<file path="src/rtl/draw_scheduler.sv">
// Arbitrates eight draw requesters and rasterises the winner's region to a VGA pixel port.
// Define DRAW_SCHED_ROUND_ROBIN_EN for round-robin arbitration (fixed priority otherwise).
module draw_scheduler #(
    parameter logic [7:0] SPRITE_W = 8'd32,
    parameter logic [6:0] SPRITE_H = 7'd32
) (
    input  logic       clk,
    input  logic       resetn,
    input  logic [7:0] req,
    input  logic [7:0] org_x,
    input  logic [6:0] org_y,
    output logic [7:0] gnt,
    output logic       busy,
    output logic       plot,
    output logic [7:0] x_data,
    output logic [6:0] y_data,
    output logic [7:0] done
);

    localparam int unsigned XW = 8;
    localparam int unsigned YW = 7;
    localparam logic [XW-1:0] SCR_W = 8'd160;
    localparam logic [YW-1:0] SCR_H = 7'd120;

    typedef enum logic [1:0] {IDLE, GRANT, SCAN, DONE} state_t;

    state_t        state;
    logic [XW-1:0] ox, w, cx;
    logic [YW-1:0] oy, h, cy;

    logic [2:0]    win;
    logic          col_end, last, vis;
    logic [XW-1:0] ncx, tcx;
    logic [YW-1:0] ncy, tcy;
    logic [XW:0]   xs;
    logic [YW:0]   ys;

`ifdef DRAW_SCHED_ROUND_ROBIN_EN
    logic [2:0] ptr;
    logic [2:0] cand;
    logic       found;

    // Search upward from the requester after the last winner, wrapping 7->0.
    always_comb begin
        win   = 3'd0;
        cand  = 3'd0;
        found = 1'b0;
        for (int i = 1; i <= 8; i++) begin
            cand = ptr + 3'(i);
            if (!found && req[cand]) begin
                win   = cand;
                found = 1'b1;
            end
        end
    end
`else
    // Lowest set index wins.
    always_comb begin
        win = 3'd0;
        for (int i = 7; i >= 0; i--) begin
            if (req[i]) win = 3'(i);
        end
    end
`endif

    // Next raster position and the pixel that will be presented at the coming edge.
    always_comb begin
        col_end = (cx == w - 8'd1);
        last    = col_end && (cy == h - 7'd1);
        ncx     = col_end ? 8'd0 : cx + 8'd1;
        ncy     = col_end ? cy + 7'd1 : cy;
        tcx     = (state == SCAN) ? ncx : 8'd0;
        tcy     = (state == SCAN) ? ncy : 7'd0;
        xs      = {1'b0, ox} + {1'b0, tcx};
        ys      = {1'b0, oy} + {1'b0, tcy};
        vis     = (xs < {1'b0, SCR_W}) && (ys < {1'b0, SCR_H});
    end

    always_ff @(posedge clk or negedge resetn) begin
        if (!resetn) begin
            state  <= IDLE;
            gnt    <= 8'd0;
            done   <= 8'd0;
            busy   <= 1'b0;
            plot   <= 1'b0;
            x_data <= 8'd0;
            y_data <= 7'd0;
            ox     <= 8'd0;
            oy     <= 7'd0;
            w      <= 8'd0;
            h      <= 7'd0;
            cx     <= 8'd0;
            cy     <= 7'd0;
`ifdef DRAW_SCHED_ROUND_ROBIN_EN
            ptr    <= 3'd0;
`endif
        end else begin
            case (state)
                IDLE: begin
                    if (|req) begin
                        state <= GRANT;
                        gnt   <= 8'd1 << win;
                        busy  <= 1'b1;
                        cx    <= 8'd0;
                        cy    <= 7'd0;
`ifdef DRAW_SCHED_ROUND_ROBIN_EN
                        ptr   <= win;
`endif
                        // Requesters 0 and 1 always paint the whole screen from the corner.
                        if (win < 3'd2) begin
                            ox <= 8'd0;
                            oy <= 7'd0;
                            w  <= SCR_W;
                            h  <= SCR_H;
                        end else begin
                            ox <= org_x;
                            oy <= org_y;
                            w  <= SPRITE_W;
                            h  <= SPRITE_H;
                        end
                    end
                end
                GRANT: begin
                    state  <= SCAN;
                    plot   <= vis;
                    x_data <= xs[XW-1:0];
                    y_data <= ys[YW-1:0];
                end
                SCAN: begin
                    if (last) begin
                        state <= DONE;
                        plot  <= 1'b0;
                        done  <= gnt;
                    end else begin
                        cx     <= ncx;
                        cy     <= ncy;
                        plot   <= vis;
                        x_data <= xs[XW-1:0];
                        y_data <= ys[YW-1:0];
                    end
                end
                DONE: begin
                    state <= IDLE;
                    done  <= 8'd0;
                    busy  <= 1'b0;
                    gnt   <= 8'd0;
                end
                default: state <= IDLE;
            endcase
        end
    end

endmodule

</file>
<file path="config.mk">
export PLATFORM = sky130hd
export DESIGN_NAME = draw_scheduler
export DESIGN_NICKNAME = d
export VERILOG_FILES = /design/src/rtl/draw_scheduler.sv
export SDC_FILE = /design/constraint.sdc
export NUM_CORES = 1
export LEC_CHECK = 0
export CAP_MARGIN = 10
export CORE_MARGIN = 5
export CORE_UTILIZATION = 58
export CTS_CLUSTER_SIZE = 14
export DETAILED_ROUTE_END_ITERATION = 6
export PLACE_DENSITY = 0.95
export SETUP_SLACK_MARGIN = 0.02
export SLEW_MARGIN = 40
export SYNTH_ARGS = -nofsm -noshare
export SYNTH_HDL_FRONTEND = slang
export SYNTH_SLANG_ARGS = --single-unit
</file>
<file path="constraint.sdc">
create_clock -name clk -period 6.83 [get_ports clk]
set_clock_uncertainty 0.2 [all_clocks]
set_input_delay 1.0245 -clock clk [delete_from_list [all_inputs] [get_ports clk]]
set_output_delay 1.0245 -clock clk [all_outputs]
set_load 0.02 [all_outputs]
</file>
==> results of run 1 <==
[placed cells by master, fill, tap and decap left out, types with 2 or more instances in the layout]
cell type	n
dfrtp_1	67
nand2_1	59
clkdlybuf4s50_1	56
o21ai_0	47
nor2_1	25
ha_1	22
a21oi_1	16
mux2_2	12
a22o_1	12
xnor2_1	11
xor2_1	11
clkbuf_8	10
nand3_1	8
inv_1	8
nand2b_1	5
nor3_1	5
nor2b_1	5
o21bai_1	5
o31ai_1	4
and3_1	3
or3_1	3
a211oi_1	3
nor4_1	3
o21a_1	3
a21o_1	3
clkinv_2	3
nor3b_1	2
o211a_1	2
nand4_1	2
mux2i_1	2
a211o_1	2
o41ai_1	2
fa_1	2
clkinvlp_4	2
[flip-flops by register name, summed over array words and instances (netlist names), 2 cells and up]
signal / cells
x_data: 8
cy: 7
ox: 8
oy: 7
done: 8
y_data: 7
state: 2
gnt: 8
cx: 8
[power by group]
part           switching (W)  leakage [nW]  internal, W
Clock               0.000151        0.0839     0.000137
Combinational       0.000427          1.07     0.000287
Sequential         0.0000752         0.901     0.000502
[area by class of cell]
cell class                 instances  area [µm²]  share of cell area (%)
clock inverter                     5        30.0                   0.662
inverter                           8        30.0                   0.662
clock buffer                      10         138                    3.03
tap                               77        96.3                    2.12
sequential                        67        1680                    37.0
timing repair buffer              59         584                    12.9
multi-input combinational        296        1980                    43.7
[per-layer routing]
layer	vias up	part of all wire [%]	track usage (%)
met5	-	0	0
met4	0	2.7	8.19
met3	26	4.7	5.17
met2	79	52	38.0
met1	1509	41	25.8
li1	1485	-	-
[worst max path at each step]
| stage | from | end | slack, ns | depth (start not counted) |
|---|---|---|---|---|
| after global routing | cx[0]$_DFFE_PN0P_ | plot$_DFFE_PN0P_ | 2.45 | 13 |
| final | cx[0]$_DFFE_PN0P_ | plot$_DFFE_PN0P_ | 2.72 | 13 |
| after CTS | cx[0]$_DFFE_PN0P_ | plot$_DFFE_PN0P_ | 2.75 | 13 |
| after global placement | h[4]$_DFFE_PN0P_ | plot$_DFFE_PN0P_ | 3.01 | 14 |
| after floorplan | h[4]$_DFFE_PN0P_ | plot$_DFFE_PN0P_ | 3.27 | 16 |
| after detailed placement | cx[0]$_DFFE_PN0P_ | plot$_DFFE_PN0P_ | 2.77 | 13 |
[cells by family (layout without fill, tap and decap cells)]
logic type / count (synthesis) / in the layout
and+or+nand+nor: 127 / 127
muxes: 14 / 14
buffers and inverters: 24 / 82
AOI/OAI and AO/OA: 109 / 109
adders and majority gates: 24 / 24
xor gates and xnor gates: 22 / 22
DFF: 67 / 67
[cell usage after synthesis, types with 4 or more instances]
cell,count,area share [%]
nor3_1,5,0.66
mux2_2,12,3.6
nor2_1,25,2.5
clkbuf_1,9,0.90
nand3_1,8,1.1
nand2_1,60,6.0
nand2b_1,5,0.83
nor2b_1,5,0.83
xnor2_1,11,2.6
o21bai_1,5,1.0
a22o_1,12,2.8
ha_1,22,7.3
inv_1,8,0.80
dfrtp_1,67,44
xor2_1,11,2.6
a21oi_1,16,2.1
o21ai_0,47,6.2
o31ai_1,4,0.80
[tightest hold or removal path: stages, from the launching register on]
cell     delay (ns)
dfrtp_1        0.34
nand2_1        0.04
o21ai_0        0.06
[per-stage QoR]
step           worst slack (ns)  utilization [%]
2_1_floorplan              3.27                -
3_3_place_gp               3.01             68.7
3_5_place_dp               2.77             68.7
4_1_cts                    2.75             71.4
5_1_grt                    2.45             71.4
6_report                   2.72             71.4
==> flow_metrics.tcl, run 1 <==
set metrics [dict create \
    n_antenna_cell 0 \
    worst_pin_slew_ns 0.634 \
    synth_compound_area_share_pct 19.2 \
    fp-row-count 29 \
    total_power_w 0.00158 \
    final_area_mm2 0.00454 \
    tns_ns 0 \
    hold_viol_final 0 \
    dr.pass1.iters 5 \
    synth-adder-area-share_pct 8.37 \
    ys_seq_elements 67 \
    power_leakage_nw 2.05 \
    slew_headroom_pct 57.6 \
    die_h_um 90.6 \
    hold_depth 2 \
    synthArstFlopShare_pct 100 \
    grt_use_total_pct 21.8 \
    drive_above_1_share_pct 8.09 \
    cts.sinks 67 \
    clock_latency_ns 0.35 \
    worstPathRequired_ns 6.87 \
    status "complete, no violations" \
    htree_levels 3 \
    grt-ovfl-total 0 \
    synth_xor_area_share_pct 5.11 \
    fin_cells 522 \
    min_to "x_data[3]$_DFFE_PN0P_" \
    drc 0 \
    cts_buffers 9 \
    fillCellCount 449 \
    powerDensity_mw_per_mm2 348 \
    placed_area_mm2 0.00436 \
    gp_routability_congestion 0.837 \
    grt_max_degree 68 \
    finalSetupViolations 0 \
    die_x_um 90.6 \
    wl_per_cell_um 16.3 \
    r2r-start "cx[0]$_DFFE_PN0P_" \
    rsz0062_at_grt "no" \
    peakVddDrop_v 0.000248 \
    netlist_instances 387 \
    grt_pass1_vias 3145 \
    crit_fanout 10 \
    antenna_found_initial 0 \
    die-area_mm2 0.00821 \
    ys.flop_type "dfrtp_1" \
    worstPathCellList "ha_1, and4_1, o211a_1, nand2b_1, nor2_1, ha_1, fa_1, a211oi_1, o21bai_1, a21oi_1, o21bai_1, a2111o_1, o41ai_2" \
    hold_buffers 0 \
    layout.nets 490 \
    dp.cells 507 \
    ys_seq_area_share_pct 44.5 \
    cpMaxStageDelayCell "dfrtp_1" \
    path_delay_family "compound AO/OA/AOI/OAI gates" \
    arrival_ns 4.16 \
    grt_pass1_wl_um 14600 \
    hold_slack_ns 0.282 \
    worstRegToRegCells 13 \
    hold_path_class "register to register" \
    max_cap_violations 0 \
    yosys.area_share.simple_pct 15.7 \
    synth_mux_area_share_pct 4.12 \
    post_cts_buffers 0 \
    port_buffers 57 \
    cpPeakStageDelay_ns 0.43 \
    min_from "x_data[3]$_DFFE_PN0P_" \
    max_freq_mhz 243 \
    rr_endpoint "plot$_DFFE_PN0P_" \
    wirelength_um 8510 \
    critPathLaunchType "register" \
    ant_nets 0 \
    end_kind "register" \
    clk_pin_slew_ns 0.07 \
    avgViaCountPerCell 5.94 \
    cts_root_buffer "clkbuf_8" \
    synth_area_mm2 0.00377 \
    ios 58 \
    vias 3099 \
    synth_edf_count 0 \
    path_class "register to register" \
    synth_nets 436 \
    cts_tree "yes" \
    maxSlewViolCount 0 \
    syn_area_per_cell_um2 9.74 \
    dp_hpwl_um 6090 \
    synth_top_family_by_area "compound AO/OA/AOI/OAI gates" \
    finalCritPeriodShare_pct 60.2 \
    reg2reg_setup_slack_ns 2.72 \
    yosysWarnings 0 \
    area.growth.synth_to_final_pct 20.4 \
    crit_buf_inv 0 \
    clk_path_buf_depth 2 \
    drtIter0Drc 163 \
    fin_crit_ns 4.11 \
    initial_core_util_pct 59.3 \
    core_area_mm2 0.00635 \
    cts_resized 0 \
    ys_types 51 \
]
Power figures use the tool's default switching activity.
==> run 2, diff against run 1 <==
CORE_UTILIZATION = 54   (was 58)
PLACE_DENSITY = 0.9   (was 0.95)
clock period = 4.1 ns   (was 6.83 ns; I/O delays follow)
==> run 2 against run 1 <==
Clock-buffer cell count up 1; sequential share of layout area fell by 0.63 points; register-to-register slack lost 2.4 ns; die area rose by 6.6%; largest power group unchanged; clock power rose by 91%; final cell count grew 4.6%; sequential power up 67%; design area is 1.7% higher; wire length is 3.8% higher.
==> flow_metrics.tcl, run 2 (same netlist as run 1, synthesis figures left out) <==
set metrics [dict create \
    cpMaxStageDelayCell "dfrtp_1" \
    met2_length_um 4680 \
    crit_fanout 9 \
    drtIter0Drc 222 \
    gp_routability_congestion 0.875 \
    grt_pass1_vias 3259 \
    cts_resized 0 \
    mostFrequentLayoutCells "dfrtp_1, nand2_1, clkdlybuf4s50_1" \
    worstPathRequired_ns 4.12 \
    antenna_found_initial 0 \
    ant_nets 0 \
    end_kind "register" \
    worst_pin_slew_ns 0.724 \
    finalCritPeriodShare_pct 91.8 \
    slew_headroom_pct 51.6 \
    ios 58 \
    cts_root_buffer "clkbuf_8" \
    path_class "register to register" \
    crit_buf_inv 2 \
    switchingPower_w 0.00109 \
    p_seq_share_pct 35.4 \
    placed_area_mm2 0.00442 \
    cpPeakStageDelay_ns 0.39 \
    area.growth.synth_to_final_pct 22.4 \
    vias 3113 \
    wl_met3_um 421 \
    peakVddDrop_v 0.000300 \
    mostFrequentLayoutCell "dfrtp_1" \
    hold_slack_ns 0.0547 \
    critPathMostFrequentCell "ha_1" \
    cts_buffers 9 \
    rsz0062_at_grt "no" \
    dr.pass1.iters 5 \
    hold_buffers 0 \
    top_layer_used "met4" \
    htree_levels 3 \
    critPathLaunchType "register" \
    clk_path_buf_depth 2 \
    status "complete, no violations" \
    die_h_um 93.5 \
    dp_hpwl_um 6390 \
    avgViaCountPerCell 5.70 \
    max_freq_mhz 266 \
    internal_power_w 0.00163 \
    fin_crit_ns 3.77 \
    arrival_ns 3.79 \
    powerDensity_mw_per_mm2 589 \
    fin_ws_ns 0.335 \
    worstPathCellList "inv_1, ha_1, xnor2_1, o211a_1, buf_4, mux2i_1, nor2_1, ha_1, a211oi_1, o21bai_1, a21oi_1, xor2_1, nor4_1, o41ai_2" \
    wl_per_cell_um 16.2 \
    initial_core_util_pct 55.5 \
    maxSlewViolCount 0 \
    tns_ns 0 \
    met1_length_um 3570 \
    power_leakage_nw 2.09 \
    clock_latency_ns 0.34 \
    drive_above_1_share_pct 8.89 \
    p_comb_share_pct 44.3 \
    fp-row-count 30 \
    final_area_mm2 0.00461 \
    pwr-share-clk_pct 20.3 \
    grt_max_degree 45 \
    grt-ovfl-total 0 \
    die_x_um 93.5 \
    drc 0 \
    hold_viol_final 0 \
    grt_pass1_wl_um 15100 \
    dp_slack_ns 0.231 \
    p_sw_share_pct 40.1 \
    n_antenna_cell 0 \
    wirelength_um 8830 \
    post_cts_buffers 0 \
    total_power_w 0.00272 \
    core_area_mm2 0.00679 \
    finalSetupViolations 0 \
    cts.sinks 67 \
    cts_tree "yes" \
    grt_use_total_pct 21.8 \
    hold_path_class "primary input to async pin" \
    clk_pin_slew_ns 0.08 \
    layout.nets 494 \
    die-area_mm2 0.00875 \
    port_buffers 57 \
    max_cap_violations 0 \
    path_delay_family "compound AO/OA/AOI/OAI gates" \
]
run 2: through the flow:
step                      util (%)  instances
after floorplan                  -        387
after global placement        65.0        530
after detailed placement      65.0        530
after CTS                     67.9        546
after global routing          67.9        546
final                         67.9        546
run 2: worst paths after layout:
kind                                       startpoint                     to  slack, ns  depth (start not counted)
worst max-delay path                 h[4]$_DFFE_PN0P_       plot$_DFFE_PN0P_       0.33                         14
min in group clk                x_data[4]$_DFFE_PN0P_  x_data[4]$_DFFE_PN0P_       0.28                          2
worst min register to register  x_data[4]$_DFFE_PN0P_  x_data[4]$_DFFE_PN0P_       0.28                          2
worst min-delay path                           resetn      ox[3]$_DFFE_PN0P_       0.05                          1
worst max register to register       h[4]$_DFFE_PN0P_       plot$_DFFE_PN0P_       0.33                         14
max in group asynchronous                      resetn      oy[4]$_DFFE_PN0P_       2.91                          2
run 2: worst register-to-register path: cells and delay by family (launching register included):
kind / cells / cell delay (ns)
AND/OR/NAND/NOR: 2 / 0.51
buffers and inverters: 2 / 0.24
AO/OA/AOI/OAI: 5 / 1.08
adder cells (fa/ha/maj): 2 / 0.63
multiplexers: 1 / 0.28
flip-flops: 1 / 0.39
XOR/XNOR: 2 / 0.31
run 2: per-layer routing:
metal / GRT usage [%] / up-vias
li1: - / 1494
met1: 26.6 / 1512
met2: 37.8 / 90
met3: 3.86 / 17
met4: 8.90 / 0
met5: 0 / -
run 2: final cells by class:
cell class	instances	area, µm²
fillers	523	2180
multi-input cells	296	1980
flip-flops and latches	67	1680
repair buffers	63	613
clock buffers	11	141
well taps	96	120
clock inverters	5	52.6
inverters	8	30.0
run 2: power groups by stage:
stage	Combinational, W	Sequential (W)	Clock, W
CTS	0.00121	0.000964	0.000557
global placement	0.00116	0.000964	0
detailed placement	0.00121	0.000976	0
global route	0.00133	0.000988	0.000584
finish	0.00121	0.000963	0.000551
floorplan	0.000707	0.00105	0
==> run 3, diff against run 2 <==
REMOVE_ABC_BUFFERS = 1   (was unset)
==> run 3 against run 2 <==
Maximum frequency is 1.4% higher; wire length shrank 2.4%; clock-buffer cell count increased by 1; non-clock buffer count is 2 lower; global-route usage is 0.56 points lower; design area down 0.73%; die area unchanged; flip-flop and latch count unchanged; combinational power is essentially flat; register-to-register slack better by 0.05 ns; first-iteration DRC count shrank 28%; sequential share of layout area up 0.27 points; critical path type unchanged; largest cell class unchanged; largest power group unchanged; highest routed layer unchanged.
==> flow_metrics.tcl, run 3 (same netlist as run 1, synthesis figures left out) <==
set metrics [dict create \
    status "complete, no violations" \
    finalSetupViolations 0 \
    mostFrequentLayoutCell "dfrtp_1" \
    fillCellCount 535 \
    fin_crit_ns 3.71 \
    worstPathRequired_ns 4.15 \
    slew_headroom_pct 58.6 \
    max_cap_violations 0 \
    grt_use_total_pct 21.2 \
    critPathLaunchType "register" \
    cts_root_buffer "clkbuf_8" \
    drtIter0Drc 159 \
    htree_levels 3 \
    tns_ns 0 \
    grt-ovfl-total 0 \
    worst_pin_slew_ns 0.620 \
    post_cts_buffers 0 \
    power_leakage_nw 2.07 \
    clk_path_buf_depth 2 \
    dr.pass1.iters 4 \
    port_buffers 57 \
    powerDensity_mw_per_mm2 586 \
    drc 0 \
    layout.nets 492 \
    hold_buffers 0 \
    end_kind "register" \
    peakVddDrop_v 0.000358 \
    mostFrequentLayoutCells "dfrtp_1, nand2_1, clkdlybuf4s50_1" \
    path_class "register to register" \
    hold_path_class "primary input to async pin" \
    n_antenna_cell 0 \
    vias 3052 \
    total_power_w 0.00268 \
    clock_latency_ns 0.35 \
    drive_above_1_share_pct 7.83 \
    area.growth.synth_to_final_pct 21.5 \
    hold_slack_ns 0.0587 \
    crit_fanout 9 \
    cts_buffers 9 \
    cts_tree "yes" \
    cts_resized 0 \
    rsz0062_at_grt "no" \
    initial_core_util_pct 55.5 \
    maxSlewViolCount 0 \
    ios 58 \
    ant_nets 0 \
    grt_max_degree 45 \
    clk_pin_slew_ns 0.07 \
    gp_routability_congestion 0.842 \
    antenna_found_initial 0 \
    core_area_mm2 0.00679 \
    die_x_um 93.5 \
    fp-row-count 30 \
    grt_pass1_wl_um 14500 \
    grt_pass1_vias 3041 \
    cts.sinks 67 \
    wl_per_cell_um 15.9 \
    die-area_mm2 0.00875 \
    finalCritPeriodShare_pct 90.6 \
    utilization_pct 67.4 \
    dp_hpwl_um 6200 \
    arrival_ns 3.76 \
    avgViaCountPerCell 5.62 \
    max_freq_mhz 269 \
    wirelength_um 8620 \
    die_h_um 93.5 \
    hold_viol_final 0 \
]
-- run 3: final timing paths --
path | startpoint | endpoint | slack [ns] | depth (start not counted)
worst max register to register | h[4]$_DFFE_PN0P_ | plot$_DFFE_PN0P_ | 0.39 | 14
worst max-delay path | h[4]$_DFFE_PN0P_ | plot$_DFFE_PN0P_ | 0.39 | 14
max in group asynchronous | resetn | cx[0]$_DFFE_PN0P_ | 2.92 | 2
worst min-delay path | resetn | ox[6]$_DFFE_PN0P_ | 0.06 | 1
min in group clk | y_data[3]$_DFFE_PN0P_ | y_data[3]$_DFFE_PN0P_ | 0.29 | 2
worst min register to register | y_data[3]$_DFFE_PN0P_ | y_data[3]$_DFFE_PN0P_ | 0.29 | 2
-- run 3: per-layer routing --
layer	share of wire, %	vias to the layer above	wire (µm)	track usage (%)
met5	0	-	0	0
met4	1.5	0	131	6.26
met3	4.7	12	407	5.23
met2	52	65	4510	37.3
met1	41	1492	3570	25.6
li1	-	1483	-	-
-- run 3: metrics by stage --
| stage | cell area (µm²) | cells | setup WS [ns] |
|---|---|---|---|
| after floorplan | 3680 | 371 | 0.453 |
| after global placement | 4400 | 528 | 0.501 |
| after detailed placement | 4400 | 528 | 0.385 |
| after CTS | 4580 | 543 | 0.362 |
| after global routing | 4580 | 543 | 0.166 |
| final | 4580 | 543 | 0.386 |
-- run 3: cell type report --
cell class | instances | area, µm² | area share [%]
tap | 96 | 120 | 2.62
sequential | 67 | 1680 | 36.6
clock buffer | 12 | 135 | 2.95
inverter | 8 | 30.0 | 0.656
clock inverter | 3 | 40.0 | 0.874
multi-input combinational | 296 | 1980 | 43.2
timing repair buffer | 61 | 598 | 13.1
-- run 3: critical path, stage by stage (launching register included) --
cell and delay, ns:
dfrtp_1 0.39, inv_1 0.07, ha_1 0.33, xnor2_1 0.15
o211a_1 0.17, nand2b_1 0.29, nor2_1 0.08, ha_1 0.23
fa_1 0.43, a211oi_1 0.25, o21bai_1 0.10, a21oi_1 0.23
o21bai_1 0.09, a2111o_1 0.42, o41ai_2 0.19
-- run 3: power breakdown --
| group | switching [W] | total [W] | internal, W |
|---|---|---|---|
| registers | 0.000130 | 0.000967 | 0.000837 |
| clock network | 0.000241 | 0.000517 | 0.000276 |
| logic | 0.000715 | 0.00120 | 0.000486 |
